`config.mk`:
```
export PLATFORM = sky130hd
export DESIGN_NAME = window_shift_scheduler
export DESIGN_NICKNAME = d
export VERILOG_FILES = /design/src/rtl/window_shift_scheduler.sv
export SDC_FILE = /design/constraint.sdc
export NUM_CORES = 1
export LEC_CHECK = 0
export BUFFER_PORTS_ARGS = -buffer_cell sky130_fd_sc_hd__buf_2
export CAP_MARGIN = 10
export CORE_ASPECT_RATIO = 1.1
export CORE_MARGIN = 4
export CORE_UTILIZATION = 35
export DETAILED_ROUTE_END_ITERATION = 7
export PLACE_DENSITY = 0.56
export SLEW_MARGIN = 20
export SYNTH_ARGS = -nofsm -noshare
export SYNTH_HDL_FRONTEND = slang
export SYNTH_SLANG_ARGS = --single-unit
```
`constraint.sdc`:
```
create_clock -name clk -period 3.6 [get_ports clk]
set_input_delay 0.36 -clock clk [delete_from_list [all_inputs] [get_ports clk]]
set_output_delay 0.36 -clock clk [all_outputs]
set_load 0.1 [all_outputs]
```
`src/rtl/window_shift_scheduler.sv`:
```
// window_shift_scheduler: buffers stream events and serialises window shifts with event/periodic evaluations.
// Optional eval_done timeout in WAIT is built when SCHED_EVAL_TIMEOUT_EN is defined.
module window_shift_scheduler #(
  parameter int DATA_W     = 64,
  parameter int DEPTH      = 5,
  parameter int FIFO_DEPTH = 4,
  parameter int PERIOD     = 10,
  parameter int TIMEOUT    = 64
) (
  input  logic                             clk,
  input  logic                             rst,
  input  logic                             en,
  input  logic                             ev_valid,
  output logic                             ev_ready,
  input  logic signed [DATA_W-1:0]         ev_data,
  output logic                             win_shift,
  output logic signed [DATA_W-1:0]         win_data,
  output logic                             eval_start,
  output logic                             eval_kind,
  input  logic                             eval_done,
  output logic [$clog2(DEPTH+1)-1:0]       fill,
  output logic                             busy,
  output logic                             tick_miss,
  output logic                             eval_timeout
);
  localparam int AW = $clog2(FIFO_DEPTH);
  localparam int FW = $clog2(DEPTH+1);
  localparam int TW = $clog2(PERIOD);
  typedef enum logic [1:0] {IDLE, SHIFT, EVAL, WAIT} state_t;
  state_t state;
  logic [DATA_W-1:0] mem [FIFO_DEPTH];
  logic [AW:0] wr_ptr, rd_ptr;
  logic [TW-1:0] timer;
  logic tick_pending, full, empty, push, wrap, take_tick;
  assign full = (wr_ptr ^ rd_ptr) == {1'b1, {AW{1'b0}}};
  assign empty = wr_ptr == rd_ptr;
  assign ev_ready = en && !rst && !full;
  assign push = ev_valid && ev_ready;
  assign wrap = timer == TW'(PERIOD-1);
  assign take_tick = state == IDLE && tick_pending;
  // Pulses come straight from the held state, so a pulse masked by en re-issues when en returns.
  assign win_shift = en && state == SHIFT;
  assign eval_start = en && state == EVAL;
  assign busy = state != IDLE;
  always_ff @(posedge clk) begin
    if (push) mem[wr_ptr[AW-1:0]] <= ev_data;
  end
`ifdef SCHED_EVAL_TIMEOUT_EN
  localparam int CW = $clog2(TIMEOUT);
  logic [CW-1:0] wcnt;
`else
  assign eval_timeout = 1'b0;
`endif
  always_ff @(posedge clk or posedge rst) begin
    if (rst) begin
      state <= IDLE;
      wr_ptr <= '0;
      rd_ptr <= '0;
      timer <= '0;
      tick_pending <= 1'b0;
      tick_miss <= 1'b0;
      win_data <= '0;
      eval_kind <= 1'b0;
      fill <= '0;
`ifdef SCHED_EVAL_TIMEOUT_EN
      wcnt <= '0;
      eval_timeout <= 1'b0;
`endif
    end else begin
      if (push) wr_ptr <= wr_ptr + 1'b1;
      if (en) begin
        timer <= wrap ? '0 : timer + 1'b1;
        // A tick being consumed this cycle is not lost, so only an unconsumed one counts as missed.
        tick_pending <= wrap || (tick_pending && !take_tick);
        if (wrap && tick_pending && !take_tick) tick_miss <= 1'b1;
        case (state)
          IDLE: begin
            if (tick_pending) begin
              state <= EVAL;
              eval_kind <= 1'b1;
            end else if (!empty) begin
              state <= SHIFT;
              win_data <= mem[rd_ptr[AW-1:0]];
            end
          end
          SHIFT: begin
            rd_ptr <= rd_ptr + 1'b1;
            fill <= fill == FW'(DEPTH) ? fill : fill + 1'b1;
            eval_kind <= 1'b0;
            state <= EVAL;
          end
          EVAL: begin
            state <= WAIT;
`ifdef SCHED_EVAL_TIMEOUT_EN
            wcnt <= '0;
`endif
          end
          WAIT: begin
`ifdef SCHED_EVAL_TIMEOUT_EN
            if (eval_done) state <= IDLE;
            else if (wcnt == CW'(TIMEOUT-1)) begin
              state <= IDLE;
              eval_timeout <= 1'b1;
            end else wcnt <= wcnt + 1'b1;
`else
            if (eval_done) state <= IDLE;
`endif
          end
        endcase
      end
    end
  end
endmodule

```
==> out/results.txt, run 1 <==
synthesized instance count = 569
RR Startpoint = rd_ptr[0]
drc violations = 0
Final GP Congestion = 0.697
effective utilization at floorplan = 35.6%
net total in the final layout = 819
die outline area = 0.0391 sq mm
sum of negative setup slack = 0 ns
slew at the pin closest to its max-slew limit = 0.980 ns
final slew viol count = 0
total nets after synthesis = 649
count of fill cells added during filler insertion = 3115
Critical Path Fanout Max = 35
placed wire-length estimate = 15.6 mm
Root Buffer Master = clkbuf_16
cell area after synthesis = 0.0126 sq mm
slowest CP cell = dfrtp_4
total global routing overflow = 0
Layout Area Growth over Synthesis = 20.3%
setup repair after global routing missed its margin = false
Post-synth EDFFs = 256
worst rel slew slack = 34.7%
fraction of the yosys area taken by sequential cells = 77.2%
Netlist cell types = 35
first-pass GRT wire length = 39.8 mm
CTS tree = built
number of setup buffers added after CTS = 0
Synth warnings = 0
Max Clock Skew = 0.0197 ns
Post-CTS Hold Buffers = 0
startpoint of the worst setup timing path = rd_ptr[0]
top cells by area in the synthesized netlist = edfxtp_1, dfrtp_1, mux4_2, mux2_2, ha_1
endpoint kind of the worst setup timing path = register
Via density = 4.77
vias in the first global route = 6702
Resized Gates After CTS = 0
maximum clock frequency = 389 MHz
data required time of the worst path = 3.78 ns
cell chain of the critical path = xnor2_1, a311oi_1, buf_4, and2_4, buf_12
antenna violations before repair = 5
number of buffers inserted during clock tree synthesis = 37
arrival time of the worst setup path = 2.75 ns
clock slew seen by the registers of the worst setup and hold paths = 0.06 ns
level count of the clock H-tree = 2
fraction of post-synthesis cell area in the top cell type by area = 60.9%
most area-hungry cell type in the Yosys netlist = edfxtp_1
pin count of the biggest net entering global routing = 68
first-iteration detailed-routing DRC count = 290
number of iterations in the first detailed-routing pass = 6
startpoint kind of the worst setup timing path = register
predominant post-synthesis flop cell = edfxtp_1
Vias = 5957
Tightest Hold Check Type = in -> async
quantity of I/O buffers inserted on ports = 141
Seq cells post-synth = 338
Max Buffers Root-to-Sink = 3
result of the run = completed
Max-cap violations = 0
layout cell share with drive strength beyond 1 = 44.3%
share of synthesized flip-flops with an asynchronous set or reset = 24.3%
Bufs and invs on worst path = 2
delay of the slowest critical-path stage = 0.71 ns
path type of the worst setup path = reg -> reg
die span in y = 207 um
clock latency reported for the late side of the worst-skew pair = 0.51 ns
area of the core region = 0.0354 sq mm
per-cell routed wire length = 20.4 um
Avg Inst Size Synth = 22.2 sq um
share of the cycle needed by the critical path after routing = 71.4%
number of failing hold endpoints at the final stage = 0
Overall Global Routing Usage = 13.0%
IO Count = 143
Chip Width = 189 um
setup-violating endpoint count in the final report = 0
Sinks on Clock Net = 338
number of standard-cell rows in the floorplan = 72
final critical path time including I/O delays and setup = 2.57 ns
kind of cell adding the most delay to the critical path = flip-flops
final wirelength = 25.5 mm
antenna viol nets, final = 0
[flip-flops by register name, summed over array words and instances, names as in the netlist]
name,flops
fill,3
timer,4
mem,256
rd_ptr,3
tick_pending,1
tick_miss,1
wr_ptr,3
win_data,64
eval_kind,1
state,2
[cell type report]
cell class	instances	area, sq um	area share, %
well taps	481	602	3.97
flip-flops and latches	338	9750	64.2
diodes	1	2.50	0.0165
repair buffers	153	858	5.66
multi-input cells	198	2710	17.8
clock inverters	19	159	1.05
inverters	11	46.3	0.305
clock buffers	49	1050	6.94
[worst paths after layout]
| path | endpoint | slack [ns] | cells after the start |
|---|---|---|---|
| max | mem[0][44] | 1.03 | 5 |
| min | wr_ptr[1] | 0.01 | 2 |
| max reg2reg | mem[0][44] | 1.03 | 5 |
| min reg2reg | tick_miss | 0.48 | 1 |
| max in group asynchronous | win_data[1] | 2.84 | 3 |
| min in group clk | mem[1][43] | 0.06 | 1 |
[layout by cell type, fill, tap and decap left out, drive strengths merged]
cell / Yosys / final
a31oi: 3 / 3
clkinv: 0 / 14
nand3b: 1 / 1
ha: 11 / 11
a21o: 2 / 2
a21oi: 3 / 3
nand2: 7 / 7
a31o: 1 / 1
a22oi: 1 / 1
conb: 1 / 1
and3b: 1 / 1
nor2b: 4 / 4
inv: 11 / 13
diode: 0 / 1
clkinvlp: 0 / 1
edfxtp: 256 / 256
bufinv: 0 / 2
mux2: 65 / 65
o21ai: 7 / 7
clkbuf: 7 / 49
a21boi: 1 / 1
and2: 5 / 5
nor3b: 2 / 2
mux4: 64 / 64
nand3: 1 / 1
nand2b: 2 / 2
nor2: 1 / 1
xnor2: 6 / 6
buf: 15 / 153
dfrtp: 82 / 82
a311oi: 1 / 1
xor2: 4 / 4
mux2i: 2 / 2
nor3: 2 / 2
[per-layer routing]
layer  share of wire, %  GRT usage, %
met5               0.18             0
met4                1.4          2.79
met3                5.7          3.70
met2                 51          22.5
met1                 41          16.5
[kinds of logic (layout without fill, tap and decap cells)]
| family | Yosys count | after routing | synth area share [%] |
|---|---|---|---|
| compound gates | 19 | 19 | 0.922 |
| xor+xnor | 10 | 10 | 0.694 |
| fa+ha+maj | 11 | 11 | 1.09 |
| buf+inv | 33 | 232 | 1.43 |
| flops | 338 | 338 | 77.2 |
| mux | 131 | 131 | 17.4 |
| other cells | 1 | 2 | 0.0297 |
| simple gates | 26 | 26 | 1.24 |
[through the flow]
| step | std cells | util, % | hold WS, ns | setup WS (ns) | cell area (sq um) |
|---|---|---|---|---|---|
| CTS | 1249 | 42.8 | 0.0320 | 0.923 | 15200 |
| global route | 1249 | 42.9 | 0.0345 | 0.823 | 15200 |
| detailed placement | 1181 | 39.4 | 0.464 | 0.952 | 14000 |
| floorplan | 569 | - | 0.459 | 0.317 | 12600 |
| global placement | 1181 | 39.4 | 0.449 | 0.995 | 14000 |
| finish | 1250 | 42.9 | 0.00951 | 1.03 | 15200 |
[synth_stat cells, drive strengths merged, types with 2 or more instances]
cell type and count:
buf 15, a21o 2, xnor2 6, nor2b 4, ha 11, edfxtp 256
a21oi 3, nor3b 2, xor2 4, a31oi 3, dfrtp 82, o21ai 7
mux2i 2, inv 11, nand2b 2, mux4 64, nand2 7, nor3 2
clkbuf 7, mux2 65, and2 5
Power of run 1 is not shown: default switching activity piles up to over one toggle a cycle in this logic, so the estimate is an artifact.
==> run 2: changes to the inputs <==
--- a/config.mk
+++ b/config.mk
@@ -11,7 +11,7 @@
 export CORE_MARGIN = 4
 export CORE_UTILIZATION = 35
 export DETAILED_ROUTE_END_ITERATION = 7
-export PLACE_DENSITY = 0.56
+export PLACE_DENSITY = 0.58
 export SLEW_MARGIN = 20
 export SYNTH_ARGS = -nofsm -noshare
 export SYNTH_HDL_FRONTEND = slang
==> constraint.sdc (replaced) <==
create_clock -name clk -period 2.3 [get_ports clk]
set_input_delay 0.23 -clock clk [delete_from_list [all_inputs] [get_ports clk]]
set_output_delay 0.23 -clock clk [all_outputs]
set_load 0.1 [all_outputs]
==> run 2 against run 1 <==
First-iteration DRC count grew 1.0%. Critical path depth is the same. Wire length down 1.4%. Die area did not move. Critical endpoint is now win_shift. Largest cell class unchanged. Highest routed layer is now met4.
==> out/results.txt, run 2 (synthesis gave the netlist of run 1 again) <==
antenna violations before repair = 0 (-5)
slew at the pin closest to its max-slew limit = 0.600 ns (-0.379 ns)
endpoint kind of the worst setup timing path = output port
arrival time of the worst setup path = 1.88 ns (-0.87 ns)
Sinks on Clock Net = 338 (unchanged)
post-route non-filler standard cell count = 1322 (+5.8%)
least setup slack across all paths after layout = 0.192 ns (-0.837 ns)
Max Clock Skew = 0.0139 ns (-0.00577 ns)
number of buffers inserted during clock tree synthesis = 37 (unchanged)
Design Area, Final = 0.0160 sq mm (+5.4%)
Final GP Congestion = 0.690 (-0.95%)
result of the run = completed
vias in the first global route = 6782 (+1.2%)
startpoint kind of the worst setup timing path = register
Layout Area Growth over Synthesis = 26.8%
Max-cap violations = 0 (unchanged)
pin count of the biggest net entering global routing = 67 (-1.5%)
data required time of the worst path = 2.07 ns (-1.71 ns)
die outline area = 0.0391 sq mm (unchanged)
setup-violating endpoint count in the final report = 0 (unchanged)
die span in y = 207 um (unchanged)
layout cell share with drive strength beyond 1 = 40.3% (-4.0 points)
area of the core region = 0.0354 sq mm (unchanged)
Max Buffers Root-to-Sink = 3 (unchanged)
Overall Global Routing Usage = 13.1% (about the same)
maximum clock frequency = 474 MHz
first-pass GRT wire length = 39.9 mm (+0.35%)
combined area of the multi-input logic cells = 0.00271 sq mm (unchanged)
flip-flop count of the largest register after layout = 256 (unchanged)
effective utilization at floorplan = 35.6% (unchanged)
number of setup buffers added after CTS = 0 (unchanged)
final slew viol count = 0 (unchanged)
number of failing hold endpoints at the final stage = 0 (unchanged)
drc violations = 0 (unchanged)
sum of negative setup slack = 0 ns (unchanged)
antenna viol nets, final = 0 (unchanged)
quantity of I/O buffers inserted on ports = 141 (unchanged)
top library cells by usage in the layout, fill and taps aside = edfxtp_1, buf_2, dfrtp_1
worst rel slew slack = 60.0% (+25 points)
post-detailed-placement cell area = 0.0142 sq mm (+1.5%)
number of iterations in the first detailed-routing pass = 6 (unchanged)
Via density = 4.67 (-2.0%)
clock latency reported for the late side of the worst-skew pair = 0.51 ns (about the same)
net total in the final layout = 892 (+8.9%)
final wirelength = 25.1 mm (-1.4%)
setup repair after global routing missed its margin = false
most common cell after layout, fill and taps aside = edfxtp_1
CTS tree = built
final critical path time including I/O delays and setup = 2.11 ns
share of the cycle needed by the critical path after routing = 91.6%
Root Buffer Master = clkbuf_16
Chip Width = 189 um (unchanged)
met2 layer usage reported by global route = 21.6% (-0.94 points)
clock slew seen by the registers of the worst setup and hold paths = 0.06 ns (about the same)
global routing usage on met3 = 2.90% (-0.81 points)
number of standard-cell rows in the floorplan = 72 (unchanged)
IO Count = 143 (unchanged)
sequential cell area = 0.00975 sq mm (unchanged)
first-iteration detailed-routing DRC count = 293 (+1.0%)
most congested layer reported by global routing = met2
Vias = 6171 (+3.6%)
Antenna Diode Count = 0 (-1)
placed wire-length estimate = 14.4 mm (-7.9%)
path type of the worst setup path = reg -> out
met1 global-route usage = 17.7% (+1.1 points)
number of placed instances with taps included = 1189 (+0.68%)
total global routing overflow = 0 (unchanged)
Critical Path Fanout Max = 6 (-83%)
per-cell routed wire length = 19.0 um (-6.8%)
count of fill cells added during filler insertion = 3047 (-2.2%)
Tightest Hold Check Type = in -> reg
level count of the clock H-tree = 2 (unchanged)
worst slack at placement = 0.287 ns (-0.665 ns)
## run 2: changes by cell type in the layout (fill, tap and decap cells not counted), sizes merged
cell         change
inv              -2
clkinv           -1
buf              +7
dlygate4sd3     +65
clkbuf           +4
diode            -1
## run 2: routing by layer
| layer | wire [um] | vias up | part of all wire (%) |
|---|---|---|---|
| met1 | 11100 | 3221 | 44 |
| met4 | 467 | 0 | 1.9 |
| met3 | 1200 | 37 | 4.8 |
| li1 | - | 2782 | - |
| met2 | 12300 | 131 | 49 |
| met5 | 0 | - | 0 |
## run 2: what timing repair did
action / CTS / global route
gates resized for setup: 0 / 1
hold buffers: 65 / 0
endpoints found under the setup margin: 0 / 1
hold endpoints to repair: 338 / 0
## run 2: cell type report
class	instances	share of cell area [%]
flip-flops and latches	338	60.9
multi-input cells	198	16.9
repair buffers	226	10.8
clock buffers	52	6.53
well taps	481	3.76
clock inverters	16	0.806
inverters	11	0.282
## run 2: worst max-delay path: stages (launching register included)
cell,delay (ns)
dfrtp_1,0.42
inv_1,0.10
ha_1,0.15
nand2_1,0.11
inv_1,0.20
clkbuf_4,0.37
## run 2: worst paths after layout
kind	startpoint	end	slack (ns)	cells after the start
setup / recovery	state[1]	win_shift	0.19	5
hold / removal	en	timer[0]	0.05	2
setup reg to reg	rd_ptr[1]	mem[0][23]	0.29	5
hold reg to reg	tick_miss	tick_miss	0.46	1
max in group asynchronous	rst	rd_ptr[0]	1.57	4
min in group asynchronous	rst	state[0]	0.42	4
## run 2: metrics by stage
stage | hold slack, ns | util [%]
after floorplan | 0.329 | -
after global placement | 0.396 | 40.0
after detailed placement | 0.407 | 40.0
after CTS | 0.0145 | 45.2
after global routing | 0.0458 | 45.2
final | 0.0487 | 45.2
Power of run 2 is left out for the same reason.
==> run 3: changes to the inputs <==
--- a/config.mk
+++ b/config.mk
@@ -8,10 +8,11 @@
 export BUFFER_PORTS_ARGS = -buffer_cell sky130_fd_sc_hd__buf_2
 export CAP_MARGIN = 10
 export CORE_ASPECT_RATIO = 1.1
-export CORE_MARGIN = 4
-export CORE_UTILIZATION = 35
+export CORE_MARGIN = 2
+export CORE_UTILIZATION = 40
 export DETAILED_ROUTE_END_ITERATION = 7
-export PLACE_DENSITY = 0.58
+export PLACE_DENSITY = 0.64
+export SKIP_LAST_GASP = 1
 export SLEW_MARGIN = 20
 export SYNTH_ARGS = -nofsm -noshare
 export SYNTH_HDL_FRONTEND = slang
==> run 3 against run 2 <==
Worst hold slack improved by 0.0027 ns. Final cell count fell by 4.9%. Wire length fell by 4.8%. Die area fell by 16%. Critical path depth fell by 2. First-iteration DRC count fell by 3.4%. Sequential share of layout area rose by 0.79 points. Clock skew rose by 0.0034 ns. Setup slack got worse by 0.020 ns. Global-route usage rose by 1.8 points. Register-to-register slack barely moved. Critical endpoint is now ev_ready. Largest cell class unchanged.
==> out/results.txt, run 3 (synthesis gave the netlist of run 1 again) <==
net total in the final layout = 892 (unchanged)
CTS tree = built
first-iteration detailed-routing DRC count = 283 (-3.4%)
setup-violating endpoint count in the final report = 0 (unchanged)
clock latency reported for the late side of the worst-skew pair = 0.50 ns (about the same)
most common cell after layout, fill and taps aside = edfxtp_1
count of fill cells added during filler insertion = 2543 (-17%)
vias in the first global route = 6564 (-3.2%)
Final Hold Slack = 0.0515 ns (+0.00272 ns)
setup repair after global routing missed its margin = false
number of iterations in the first detailed-routing pass = 4 (-2)
Max Buffers Root-to-Sink = 3 (unchanged)
effective utilization at floorplan = 40.4% (+4.8 points)
placed wire-length estimate = 14.0 mm (-2.7%)
top library cells by usage in the layout, fill and taps aside = edfxtp_1, buf_2, dfrtp_1
Max-cap violations = 0 (unchanged)
total global routing overflow = 0 (unchanged)
Tightest Hold Check Type = in -> reg
drc violations = 0 (unchanged)
number of standard-cell rows in the floorplan = 68 (-5.6%)
Chip Width = 173 um (-8.3%)
share of the cycle needed by the critical path after routing = 92.5% (+0.86 points)
Final GP Congestion = 0.734 (+6.3%)
maximum clock frequency = 470 MHz (-0.93%)
Vias = 6117 (-0.88%)
die span in y = 190 um (-8.1%)
antenna violations before repair = 0 (unchanged)
per-cell routed wire length = 19.0 um (+0.17%)
data required time of the worst path = 2.07 ns (about the same)
antenna viol nets, final = 0 (unchanged)
final critical path time including I/O delays and setup = 2.13 ns (+0.0198 ns)
Via density = 4.87 (+4.3%)
number of buffers inserted during clock tree synthesis = 34 (-8.1%)
die outline area = 0.0330 sq mm (-16%)
endpoint kind of the worst setup timing path = output port
final wirelength = 23.9 mm (-4.8%)
clock slew seen by the registers of the worst setup and hold paths = 0.06 ns (about the same)
Antenna Diode Count = 0 (unchanged)
Sinks on Clock Net = 338 (unchanged)
Critical Path Fanout Max = 3 (-3)
arrival time of the worst setup path = 1.90 ns (+0.02 ns)
layout cell share with drive strength beyond 1 = 40.4% (+0.073 points)
flip-flop count of the largest register after layout = 256 (unchanged)
IO Count = 143 (unchanged)
sequential cell area = 0.00975 sq mm (unchanged)
path type of the worst setup path = reg -> out
first-pass GRT wire length = 37.7 mm (-5.5%)
Root Buffer Master = clkbuf_16
Design Area, Final = 0.0158 sq mm (-1.3%)
post-detailed-placement cell area = 0.0141 sq mm (-0.75%)
number of setup buffers added after CTS = 0 (unchanged)
pin count of the biggest net entering global routing = 67 (unchanged)
result of the run = completed
Layout Area Growth over Synthesis = 25.2%
area of the core region = 0.0312 sq mm (-12%)
quantity of I/O buffers inserted on ports = 141 (unchanged)
combined area of the multi-input logic cells = 0.00271 sq mm (unchanged)
worst rel slew slack = 56.7% (-3.3 points)
number of failing hold endpoints at the final stage = 0 (unchanged)
final slew viol count = 0 (unchanged)
startpoint kind of the worst setup timing path = register
Max Clock Skew = 0.0173 ns (+0.00338 ns)
slew at the pin closest to its max-slew limit = 0.648 ns (+0.0478 ns)
Overall Global Routing Usage = 14.9% (+1.8 points)
level count of the clock H-tree = 2 (unchanged)
run 3: routing by layer:
| metal | global-route usage (%) | up-vias | wire, um |
|---|---|---|---|
| li1 | - | 2771 | - |
| met3 | 3.49 | 30 | 1280 |
| met1 | 20.0 | 3161 | 10600 |
| met5 | 0 | - | 0 |
| met2 | 24.7 | 155 | 11600 |
| met4 | 3.85 | 0 | 416 |
run 3: final timing paths:
check / to / startpoint / slack, ns / cells after the start
max reg2reg: win_data[26] / rd_ptr[1] / 0.28 / 5
min reg2reg: tick_miss / tick_miss / 0.47 / 1
min: timer[0] / en / 0.05 / 2
max: ev_ready / rd_ptr[0] / 0.17 / 3
min in group asynchronous: win_data[58] / rst / 0.38 / 3
max in group asynchronous: rd_ptr[0] / rst / 1.32 / 4
run 3: timing repair:
| action | in CTS | in global routing |
|---|---|---|
| gates resized for setup | 0 | 1 |
| endpoints found under the hold margin | 278 | 0 |
| setup endpoints to repair | 0 | 1 |
| hold buffers | 65 | 0 |
run 3: area by class of cell:
class	count	share of cell area [%]
clock buffers	52	6.35
clock inverters	9	0.467
inverters	11	0.285
multi-input cells	198	17.1
flip-flops and latches	338	61.7
well taps	420	3.33
repair buffers	229	10.7
run 3: through the flow:
| step | util, % | setup WS (ns) | TNS (ns) | instances |
|---|---|---|---|---|
| after floorplan | - | -0.176 | -42.10 | 569 |
| after global placement | 45.0 | 0.325 | 0 | 1131 |
| after detailed placement | 45.0 | 0.301 | 0 | 1131 |
| after CTS | 50.6 | 0.115 | 0 | 1257 |
| after global routing | 50.6 | 0.0815 | 0 | 1257 |
| final | 50.6 | 0.173 | 0 | 1257 |
run 3: worst max-delay path, stage by stage, from the launching register on:
cell and delay [ns]:
dfrtp_4 0.49, xnor2_1 0.16, a31oi_1 0.26, buf_2 0.48
Power of run 3 is left out for the same reason.
